--- src/rtl/decoder.sv ---
// rtl/decoder.sv - combinational RV32I decoder producing the datapath control bundle
// clk/reset exist only for top-level uniformity; nothing here is clocked.

module decoder (
   input  logic        clk,
   input  logic        reset,
   input  logic [31:0] io_dec_instr,
   output logic        io_ctl_val_inst,
   output logic        io_ctl_rf_wen,
   output logic [3:0]  io_ctl_br_type,
   output logic [1:0]  io_ctl_opa_sel,
   output logic [1:0]  io_ctl_opb_sel,
   output logic [3:0]  io_ctl_alu_func,
   output logic [1:0]  io_ctl_wb_sel,
   output logic [1:0]  io_ctl_mem_func,
   output logic        io_ctl_mem_en,
   output logic [2:0]  io_ctl_msk_sel,
   output logic [2:0]  io_ctl_csr_cmd
);

   localparam logic [6:0] OPC_LUI    = 7'b0110111;
   localparam logic [6:0] OPC_AUIPC  = 7'b0010111;
   localparam logic [6:0] OPC_JAL    = 7'b1101111;
   localparam logic [6:0] OPC_JALR   = 7'b1100111;
   localparam logic [6:0] OPC_BRANCH = 7'b1100011;
   localparam logic [6:0] OPC_LOAD   = 7'b0000011;
   localparam logic [6:0] OPC_STORE  = 7'b0100011;
   localparam logic [6:0] OPC_OPIMM  = 7'b0010011;
   localparam logic [6:0] OPC_OP     = 7'b0110011;
   localparam logic [6:0] OPC_MISC   = 7'b0001111;
   localparam logic [6:0] OPC_SYSTEM = 7'b1110011;

   localparam logic [3:0] ALU_ADD = 4'd0, ALU_SUB = 4'd1, ALU_SLL = 4'd2, ALU_SLT = 4'd3;
   localparam logic [3:0] ALU_SLTU = 4'd4, ALU_XOR = 4'd5, ALU_SRL = 4'd6, ALU_SRA = 4'd7;
   localparam logic [3:0] ALU_OR = 4'd8, ALU_AND = 4'd9, ALU_COPY_A = 4'd10;

   logic [6:0] opcode;
   logic [2:0] funct3;
   logic [6:0] funct7;

   assign opcode = io_dec_instr[6:0];
   assign funct3 = io_dec_instr[14:12];
   assign funct7 = io_dec_instr[31:25];

   logic       val, wen, men;
   logic [3:0] br, alu;
   logic [1:0] opa, opb, wb, mf;
   logic [2:0] msk, csr;

   // Shared by OP and OP-IMM; alt selects SUB/SRA (funct7 bit 5).
   function automatic logic [3:0] alu_from_f3(input logic [2:0] f3, input logic alt);
      case (f3)
         3'b000:  return alt ? ALU_SUB : ALU_ADD;
         3'b001:  return ALU_SLL;
         3'b010:  return ALU_SLT;
         3'b011:  return ALU_SLTU;
         3'b100:  return ALU_XOR;
         3'b101:  return alt ? ALU_SRA : ALU_SRL;
         3'b110:  return ALU_OR;
         default: return ALU_AND;
      endcase
   endfunction

   always_comb begin
      val = 1'b0; wen = 1'b0; br = 4'd0; opa = 2'd0; opb = 2'd0; alu = ALU_ADD;
      wb = 2'd0; mf = 2'd0; men = 1'b0; msk = 3'd0; csr = 3'd0;
      case (opcode)
         OPC_LUI:   begin val = 1'b1; wen = 1'b1; opa = 2'd3; opb = 2'd3; end
         OPC_AUIPC: begin val = 1'b1; wen = 1'b1; opa = 2'd1; opb = 2'd3; end
         OPC_JAL:   begin val = 1'b1; wen = 1'b1; br = 4'd7; wb = 2'd2; end
         OPC_JALR: begin
            val = (funct3 == 3'b000); wen = 1'b1; br = 4'd8; opb = 2'd1; wb = 2'd2;
         end
         OPC_BRANCH: begin
            val = 1'b1;
            case (funct3)
               3'b000:  br = 4'd2;
               3'b001:  br = 4'd1;
               3'b100:  br = 4'd5;
               3'b101:  br = 4'd3;
               3'b110:  br = 4'd6;
               3'b111:  br = 4'd4;
               default: val = 1'b0;
            endcase
         end
         // Mask codes line up with funct3 + 1 for both loads and stores.
         OPC_LOAD: begin
            val = (funct3 != 3'b011) && (funct3[2:1] != 2'b11);
            wen = 1'b1; opb = 2'd1; wb = 2'd1; men = 1'b1; mf = 2'd1; msk = funct3 + 3'd1;
         end
         OPC_STORE: begin
            val = (funct3[2] == 1'b0) && (funct3[1:0] != 2'b11);
            opb = 2'd2; men = 1'b1; mf = 2'd2; msk = funct3 + 3'd1;
         end
         OPC_OPIMM: begin
            wen = 1'b1; opb = 2'd1;
            alu = alu_from_f3(funct3, funct7[5] && funct3 == 3'b101);
            case (funct3)
               3'b001:  val = (funct7 == 7'h00);
               3'b101:  val = (funct7 == 7'h00) || (funct7 == 7'h20);
               default: val = 1'b1;
            endcase
         end
         OPC_OP: begin
            wen = 1'b1;
            alu = alu_from_f3(funct3, funct7[5]);
            val = (funct7 == 7'h00) ||
                  (funct7 == 7'h20 && (funct3 == 3'b000 || funct3 == 3'b101));
         end
         OPC_MISC: val = (funct3[2:1] == 2'b00);
         OPC_SYSTEM: begin
            if (funct3 == 3'b000) begin
               case (io_dec_instr)
                  32'h0000_0073, 32'h0010_0073, 32'h3020_0073: begin val = 1'b1; csr = 3'd4; end
                  32'h1050_0073: val = 1'b1;
                  default:       val = 1'b0;
               endcase
            end else begin
               val = (funct3 != 3'b100);
               wen = 1'b1; alu = ALU_COPY_A; wb = 2'd3;
               opa = funct3[2] ? 2'd2 : 2'd0;
               csr = {1'b0, funct3[1:0]};
            end
         end
         default: val = 1'b0;
      endcase
   end

   // Illegal encodings force the whole bundle to zero.
   assign io_ctl_val_inst = val;
   assign io_ctl_rf_wen   = val & wen;
   assign io_ctl_br_type  = val ? br  : 4'd0;
   assign io_ctl_opa_sel  = val ? opa : 2'd0;
   assign io_ctl_opb_sel  = val ? opb : 2'd0;
   assign io_ctl_alu_func = val ? alu : 4'd0;
   assign io_ctl_wb_sel   = val ? wb  : 2'd0;
   assign io_ctl_mem_func = val ? mf  : 2'd0;
   assign io_ctl_mem_en   = val & men;
   assign io_ctl_msk_sel  = val ? msk : 3'd0;
   assign io_ctl_csr_cmd  = val ? csr : 3'd0;

   logic unused_clk_reset;
   assign unused_clk_reset = ^{clk, reset};

endmodule

--- config.mk ---
export PLATFORM = sky130hd
export DESIGN_NAME = decoder
export DESIGN_NICKNAME = d
export VERILOG_FILES = /design/src/rtl/decoder.sv
export SDC_FILE = /design/constraint.sdc
export NUM_CORES = 1
export LEC_CHECK = 0
export CORE_AREA = 2 2 50 52
export DETAILED_ROUTE_END_ITERATION = 10
export DIE_AREA = 0 0 52 54
export GPL_TIMING_DRIVEN = 0
export PLACE_DENSITY = 0.82
export SYNTH_ARGS = -nofsm -noshare
export SYNTH_HDL_FRONTEND = slang
export SYNTH_SLANG_ARGS = --single-unit
--- constraint.sdc ---
create_clock -name vclk -period 2.6
set_input_delay 0.26 -clock vclk [all_inputs]
set_output_delay 0.26 -clock vclk [all_outputs]
set_load 0.005 [all_outputs]
Word-level counts from Yosys, hierarchy flattened
Index checks and enable logic that the tools add are counted.

Bitwise operators: 3. Add/sub/neg operators: 1. Shifts and indexed selects: 0. Multiply operators: 0. Divide/modulo/power cells: 0. Magnitude comparators: 0. Muxes and demuxes: 37. Equality and inequality tests: 27. Reduce and logical (&&, ||, !) cells: 19.

Operator list (count): one-hot mux 4 bit (7 select lines) (2); == test 32 x 21 -> 1 bit (second input constant) (1); == test 32 x 29 -> 1 bit (second input constant) (1); == test 32 x 30 -> 1 bit (second input constant) (1); == test 32 x 7 -> 1 bit (second input constant) (1); == test 7 x 6 -> 1 bit (second input constant) (4); == test 7 bit (second input constant) (4); one-hot mux 4 bit (3 select lines) (2); 2-to-1 mux 3 bit (6); one-hot mux 2 bit (3 select lines) (3); one-hot mux 3 bit (6 select lines) (1); == test 7 x 5 -> 1 bit (second input constant) (2); 2-to-1 mux 2 bit (7); == test 3 bit (second input constant) (4); 2-to-1 mux 4 bit (3); 2-to-1 mux 1 bit (9); one-hot mux 1 bit (9 select lines) (1); OR reduction 3 bit (3); == test 7 x 2 -> 1 bit (second input constant) (1); == test 7 x 4 -> 1 bit (second input constant) (1); zero test 7 bit (1); OR reduction 7 bit (1); == test 3 x 2 -> 1 bit (second input constant) (2); OR reduction 2 bit (3); 15 further kinds (23).

Bits in read-only memories: 0. Memories: 0. RAM bits: 0. Input port bits: 34. Register bits after elaboration: 0. Latch bits: 0.

Depth between registers and ports, before layout
Depth in word-level cells: 6. Gate-level depth with buffers: 9. Mapped depth without buffers: 7.

Least setup slack after synthesis
Ideal clock, no wire load.

Path kind: input to output. Start: input io_dec_instr[12]. End: output io_ctl_alu_func[0]. Data arrival time: 1891 ps. Stages: 9. Slack: 449 ps. Path through: inv_1 -> ha_1 -> buf_2 -> nor2b_1 -> o211a_1 -> o211a_1 -> nor4_4 -> buf_6 -> a21oi_1.

Word-level cells in the longest chain between the ends: 6. Elaborated cells on any way between the ends: 34. Those cells by class: eq/ne (14); mux (11); reduce/logical (9).

RTL lines: start: declaration (line 7) `input logic [31:0] io_dec_instr,`; == test 32 x 29 -> 1 bit, or another cell as far along (line 113) `case (io_dec_instr)`; OR reduction 4 bit (no line), or another cell as far along; 2-to-1 mux 1 bit, or another cell as far along (line 113); 2-to-1 mux 1 bit, or another cell as far along (line 112) `if (funct3 == 3'b000) begin`; one-hot mux 1 bit (9 select lines) / one-hot mux 4 bit (3 select lines) (equally long branches) (line 67) `case (opcode)`; 2-to-1 mux 4 bit * (line 135) `assign io_ctl_alu_func = val ? alu : 4'd0;`; end: declaration (line 13) `output logic [3:0] io_ctl_alu_func,`.

Every way passes the cells marked *; elsewhere a longest branch is shown, timed or not.

Worst setup path in the final report
Start: input io_dec_instr[3]. End: output io_ctl_alu_func[2].

Word-level cells in the longest chain between the ends: 6. Elaborated cells on any way between the ends: 22. Those cells by class: eq/ne (15); mux (5); reduce/logical (2).

RTL lines (line): == test 32 x 29 -> 1 bit, or another cell as far along (113); OR reduction 4 bit (no line); 2-to-1 mux 1 bit (113); 2-to-1 mux 1 bit (112); one-hot mux 1 bit (9 select lines) (67); 2-to-1 mux 4 bit * (135).

Marks and branches as above.

==> results.md <==
- Leak: 0.630 nW
- 1st-pass router iterations: 4
- Share of layout cells above drive strength 1: 23.4%
- Initial antenna violation count: 0
- Critical path required time: 2.34 ns
- Min Tclk post-route: 2.50 ns
- Antenna cell count: 0
- Vias in the first global route: 1173
- MaxCap Viol Count: 0
- Drt wl/cell: 13.9 um
- Slew @ Worst Pin: 0.397 ns
- CTS hold repair buffers: 0
- Worst ir drop on vdd: 0.0710 mV
- Reg area: 0 sq um
- Syn avg cell area: 5.96 sq um
- Initial drt markers: 34
- Pwr Total: 0.000143 W
- Cell Area, Synth: 781 sq um
- First-pass GRT wire length: 4880 um
- Final nets: 234
- Final wirelength: 3090 um
- Die span in y: 54 um
- Die span in x: 52 um
- Post-synthesis cell count: 131
- Final Cycle Share: 96.2%
- Largest net degree at the start of global routing: 11
- Total grt overflow: 0
- Final core occ: 64.5%
- Net Count, Synth: 171
- Hold Crit Class: input pin to output port
- Top sig layer: met4
- CP max FO: 10
- IO Count: 59
- Setup violations, final: 0
- Post-Layout Cell Count: 222
- Via density: 5.62
- Gr usage total: 21.9%
- Vias: 1248
- Final antenna-violating net count: 0
- Post-DP HPWL: 2300 um
- Syn-to-layout area delta: 91.5%
- Cell area after layout: 0.00150 sq mm
- Unique masters post-synth: 39
- Startpoint types: input pin
- Worst slew margin relative to its limit: 73.3%
- Status: complete, no violations
- Layout clock buffers: 0
- Number of port buffers: 55
- Register area share after synthesis: 0%
- Row count: 18
- M1 WL: 1210 um
- GPL Wtd Cong: 0.836
- CP Class: input pin to output port
- CP Data Arrival Time: 2.24 ns
- Met3 wire len: 206 um
- Final hold violation count: 0
- Peak Freq: 0.400 GHz
- PwrDens: 95.3 mW/mm^2
- Flip-flop and latch count: 0
- Met2 WL: 1660 um
- Core box area: 0.00232 sq mm
- Initial core utilization: 33.7%
- Inst Count DP: 216
- Placed instance area: 0.00137 sq mm
- Max Slew Vio Count: 0
- CP Capture Type: output port
- Die area: 0.00281 sq mm
- Synth warnings: 0
- Minimum hold slack: 0.833 ns
- DRC: 0
## power by group
group	leakage, nW	internal [W]	switching (W)	total (W)
registers	0	0	0	0
logic	0.630	0.0000743	0.0000683	0.000143
clock network	0	0	0	0
total	0.630	0.0000743	0.0000683	0.000143
## cells by family after synthesis
| logic type | after synthesis | share of synthesized area [%] |
|---|---|---|
| AND/OR/NAND/NOR | 70 | 46.6 |
| buffers and inverters | 12 | 8.49 |
| adder cells (fa/ha/maj) | 6 | 9.62 |
| AO/OA/AOI/OAI | 43 | 35.3 |
## layer usage
metal / vias to the layer above / global-route usage (%)
met5: - / 0
met4: 0 / 5.26
met3: 4 / 0.278
met2: 65 / 43.7
met1: 572 / 25.7
li1: 607 / -
## worst max-delay path: stages
cell and delay, ns:
dlygate4sd2_1 0.33, nand4bb_4 0.31, or3_4 0.39, a21oi_4 0.19, nor4_4 0.07, buf_4 0.16
buf_8 0.14, a21oi_1 0.17, clkdlybuf4s15_2 0.22
## path summary, 6_finish.rpt
check | start | endpoint | depth (start not counted)
max | io_dec_instr[3] | io_ctl_alu_func[2] | 9
min | io_dec_instr[12] | io_ctl_msk_sel[0] | 3
## stage by stage
step           setup slack [ns]  setup TNS [ns]
3_3_place_gp             -0.834          -12.69
3_5_place_dp             -0.856          -12.76
4_1_cts                  0.0359               0
5_1_grt                 -0.0105         -0.0105
2_1_floorplan             0.449               0
6_report                 0.0980               0
## layout make-up
type / count / area [sq um]
Inverter: 4 / 16.3
Tap cell: 30 / 37.5
Fill cell: 215 / 825
Buffer: 8 / 68.8
Multi-Input combinational cell: 119 / 815
Timing Repair Buffer: 61 / 558
## repair_timing
item	4_1_cts	5_1_grt
pin swaps	6	2
gates resized for setup	78	12
setup buffers	6	0
setup endpoints to repair	18	16
## Yosys cell counts (all sizes together) (2+ instances only)
cell,n,area share [%]
nor2,26,12
a21oi,20,13
nand2,12,5.8
ha,6,9.6
nor4,6,7.5
buf,5,5.1
nor3,5,3.2
o21ai,5,3.2
nand3,4,2.6
or2,4,3.2
a21o,3,2.9
clkbuf,3,1.4
inv,3,1.4
nor2b,3,2.4
o211ai,3,2.9
a211oi,2,1.9
and3,2,1.6
nand2b,2,1.6
o211a,2,2.6
## cell usage in the layout (no fill, tap or decap), types with 6 or more instances in the layout
cell type	netlist	routed
clkdlybuf4s50_1	0	27
dlygate4sd2_1	0	12
buf_2	2	8
nand2_1	12	12
nor2_1	26	24
buf_4	1	6
a21oi_1	19	14
Power figures use the tool's default switching activity.
